$ cat config.mk
export PLATFORM = sky130hd
export DESIGN_NAME = prog_lut_mux
export DESIGN_NICKNAME = d
export VERILOG_FILES = /design/src/rtl/prog_lut_mux.sv
export SDC_FILE = /design/constraint.sdc
export NUM_CORES = 1
export LEC_CHECK = 0
export ABC_AREA = 0
export CORE_UTILIZATION = 53
export CTS_CLUSTER_SIZE = 20
export DETAILED_ROUTE_END_ITERATION = 8
export DONT_BUFFER_PORTS = 1
export PLACE_DENSITY = 0.71
export SLEW_MARGIN = 20
export SYNTH_ARGS = -nofsm -noshare
export SYNTH_HDL_FRONTEND = slang
export SYNTH_SLANG_ARGS = --single-unit
export TNS_END_PERCENT = 30
$ cat constraint.sdc
create_clock -name clk -period 1.7 [get_ports clk]
set_clock_uncertainty 0.2 [all_clocks]
set_input_delay 0.34 -clock clk [delete_from_list [all_inputs] [get_ports clk]]
set_output_delay 0.34 -clock clk [all_outputs]
set_load 0.005 [all_outputs]
$ cat src/rtl/prog_lut_mux.sv
// Programmable K-input LUT: registered 2^K:1 mux over a double-buffered, serially loaded truth table.
// Optional macro LUT_READBACK_EN adds the tbl_q readback port of the committed table.
module prog_lut_mux #(
    parameter int K = 2
) (
    input  logic              clk,
    input  logic              rst_n,
    input  logic              cfg_start,
    input  logic              cfg_valid,
    input  logic              cfg_bit,
    output logic              cfg_ready,
    output logic              cfg_done,
    input  logic [K-1:0]      sel,
    input  logic              in_valid,
    output logic              y,
    output logic              y_valid,
    output logic              tbl_valid
`ifdef LUT_READBACK_EN
    ,
    output logic [(1<<K)-1:0] tbl_q
`endif
);

    localparam int unsigned N    = 1 << K;
    localparam logic [K:0]  LAST = (K+1)'(N - 1);

    typedef enum logic {
        IDLE = 1'b0,
        LOAD = 1'b1
    } state_t;

    state_t         state;
    logic [N-1:0]   shadow;
    logic [N-1:0]   active;
    logic [K:0]     cnt;
    logic [N-1:0]   shadow_merged;

    // Shadow with the current serial bit already written, so the final bit can commit in the same edge.
    always_comb begin
        shadow_merged                = shadow;
        shadow_merged[cnt[K-1:0]]    = cfg_bit;
    end

    always_ff @(posedge clk or negedge rst_n) begin
        if (!rst_n) begin
            state     <= IDLE;
            shadow    <= '0;
            active    <= '0;
            cnt       <= '0;
            tbl_valid <= 1'b0;
            cfg_ready <= 1'b0;
            cfg_done  <= 1'b0;
        end else begin
            cfg_done <= 1'b0;
            case (state)
                IDLE: begin
                    if (cfg_start) begin
                        state     <= LOAD;
                        cnt       <= '0;
                        cfg_ready <= 1'b1;
                    end
                end
                LOAD: begin
                    if (cfg_start) begin
                        cnt <= '0;
                    end else if (cfg_valid) begin
                        shadow <= shadow_merged;
                        cnt    <= cnt + (K+1)'(1);
                        if (cnt == LAST) begin
                            active    <= shadow_merged;
                            tbl_valid <= 1'b1;
                            state     <= IDLE;
                            cfg_ready <= 1'b0;
                            cfg_done  <= 1'b1;
                        end
                    end
                end
                default: state <= IDLE;
            endcase
        end
    end

    // Evaluation reads the pre-edge active table, so a result sampled on the commit edge uses the old function.
    always_ff @(posedge clk or negedge rst_n) begin
        if (!rst_n) begin
            y       <= 1'b0;
            y_valid <= 1'b0;
        end else if (in_valid && tbl_valid) begin
            y       <= active[sel];
            y_valid <= 1'b1;
        end else begin
            y_valid <= 1'b0;
        end
    end

`ifdef LUT_READBACK_EN
    assign tbl_q = active;
`endif

endmodule

==> impl_metrics.yaml <==
yosys:
  synth-xor-area-share_pct: 0
  synth_mux_area_share_pct: 21.6
  ys.flop_type: "dfrtp_1"
  synth.most_common_cell: "dfrtp_1"
  synth_area_leaders: "dfrtp_1, mux2_2, ha_1"
  ys_seq_area_share_pct: 50.0
  synth_compound_gate_area_share_pct: 5.88
  synthArstFlopShare_pct: 100
  synth-seq-cells: 17
  netlist_area_um2: 851
  synthSimpleGateAreaFrac_pct: 9.12
  synth_top_family_by_area: "multiplexers"
  syn_nets: 76
  yosys-top-cells-count: "dfrtp_1, mux2_2, ha_1, inv_1"
  yosys.area.top_type: "dfrtp_1"
  yosys_warnings: 0
  syn_area_per_cell_um2: 13.5
  synth-adder-area-share_pct: 7.35
  synth_top_area_share_pct: 50.0
  syn_inst: 63
  synth_edf_count: 0
  synth_cell_types: 19
setup_path:
  critPathLaunchType: "register"
  worstPathArrival_ns: 1.62
  worstPathRequired_ns: 1.68
  worstPathMaxFanout: 4
  crit_chain: "buf_4 > inv_2 > ha_2 > mux2_2 > mux2_4"
  cp_num_buf_inv: 2
  cp-end-kind: "register"
  slowest_delay_ns: 0.39
  critPathSlowestCell: "dfrtp_1"
  critical_path_class: "register to register"
  critical-path-top-delay-family: "multiplexers"
place:
  io_buffers: 0
  dp_hpwl_um: 940
  pre_cts_ws_ns: 0.000479
  placed_cells: 80
  globalplace.congestion: 0.663
clock_tree:
  root_buffer: "clkbuf_4"
  ctsLongestPathBuffers: 2
  cts_tree: "yes"
  numCtsBuffers: 3
  post-cts-setup-buffers: 0
  path_clk_slew_ns: 0.10
  clock_latency_ns: 0.29
  clock_sinks: 17
  htree_levels: 1
floorplan:
  ios: 13
  rows: 14
  start_util_pct: 56.5
  die_h_um: 42.1
  die_w_um: 42.1
  core_area_um2: 1510
  fp.dieArea_um2: 1770
sta:
  hold_ws_ns: 0.0214
  setup_violations: 0
  timing.final.hold_violations: 0
  tns_ns: 0
  period_minus_slack_ns: 1.64
  rsz0062_at_grt: "false"
  slew-limit-headroom_pct: 48.7
  fin_crit_sh_pct: 96.5
  finalMaxSlewViolations: 0
  fmax_mhz: 610
  tightest_slew_ns: 0.767
  fin_ws_ns: 0.0602
detailed_routing:
  dr.pass1.iters: 4
  wire_per_inst_um: 15.8
  drc: 0
  drt_wl_total_mm: 1.39
  vias: 516
  via_per_inst: 5.86
  first_iter_violations: 6
  detail-route-antenna-nets: 0
global_routing:
  grt_max_degree: 18
  antenna_found_initial: 0
  grt_overflow: 0
  grt_pass1_wl_mm: 2.33
  grt_pass1_vias: 505
  grt_usage_pct: 18.2
worst_hold_path:
  hold_class: "primary input to register"
pwr:
  power.density_nw_per_um2: 871
  peakVddDrop_mv: 0.479
  p_leak_nw: 0.444
cells_and_area:
  n_antenna_cell: 0
  stdcell_count: 88
  layout-drive-gt1-share_pct: 43.1
  final_core_util_pct: 63.0
  final_nets: 86
  synthToLayoutAreaGrowth_pct: 11.6
outcome:
  status: "completed"
flow_run:
  maxCapViolations: 0
==> routing by layer <==
layer  GRT usage, %  routed length, µm  vias up
met3           7.76                 60        2
met5              0                  0        -
met1           25.4                665      262
met4           3.75                 10        0
met2           26.9                657       10
li1               -                  -      242
==> kinds of logic after synthesis <==
logic type               after synthesis
AO/OA/AOI/OAI                          7
adder cells (fa/ha/maj)                5
buffers and inverters                  9
flip-flops                            17
multiplexers                          14
AND/OR/NAND/NOR                       11
==> report_power, final <==
part	switching [mW]	leakage, nW	internal (mW)
registers	0.0283	0.219	0.456
logic	0.0487	0.208	0.0877
clock network	0.119	0.0177	0.0873
total	0.196	0.444	0.631
==> cell type report <==
class	instances	area [µm²]
sequential	17	425
timing repair buffer	9	77.6
tap	16	20.0
inverter	5	18.8
clock buffer	3	22.5
fill	118	557
multi-input combinational	37	380
clock inverter	1	5.00
==> repair_timing <==
action,in CTS,in global routing
endpoints found under the setup margin,0,6
gates resized for setup,0,4
endpoints found under the hold margin,26,0
hold buffers,4,0
==> registers in the layout, summed over array words and instances, names as in the netlist <==
name	cells
state	1
cfg_done	1
y_valid	1
shadow	4
y	1
active	4
cfg_ready	1
tbl_valid	1
cnt	3
==> metrics by stage <==
step | power [mW] | area, µm²
final | 0.827 | 950
after global routing | 0.867 | 950
after CTS | 0.839 | 946
after floorplan | 0.592 | 853
after detailed placement | 0.611 | 878
after global placement | 0.608 | 878
==> path summary, 6_finish.rpt <==
| check | startpoint | to | slack [ns] | cells past startpoint |
|---|---|---|---|---|
| max in group asynchronous | rst_n | shadow[3] | 0.45 | 1 |
| setup / recovery | cnt[0] | active[0] | 0.06 | 5 |
| hold reg to reg | shadow[3] | shadow[3] | 0.31 | 1 |
| setup reg to reg | cnt[0] | active[0] | 0.06 | 5 |
| hold / removal | cfg_valid | cnt[1] | 0.02 | 2 |
| min in group asynchronous | rst_n | shadow[0] | 0.36 | 1 |
==> worst register-to-register path, delay by kind of cell, from the launching register on <==
kind                     cells  cell delay [ns]
multiplexers                 2             0.58
flip-flops                   1             0.39
buffers and inverters        2             0.20
adder cells (fa/ha/maj)      1             0.17
==> layout by cell type, fill, tap and decap left out <==
cell type      Yosys  routed
a21oi_1            3       3
clkinv_2           0       1
nand4b_1           4       4
ha_2               0       2
inv_1              5       3
mux2_2             9       9
buf_4              0       5
nor2_1             2       2
clkbuf_4           0       3
or2_2              1       1
mux4_2             1       1
dfrtp_1           17      17
ha_1               5       3
inv_2              0       2
dlygate4sd3_1      0       4
and2_1             1       1
nand3b_1           1       1
mux2_4             4       4
nand3_1            1       1
and4b_2            0       1
a21bo_2            2       2
o22ai_1            1       1
a311oi_1           1       1
Note: power is estimated with default switching activity, not from simulation.
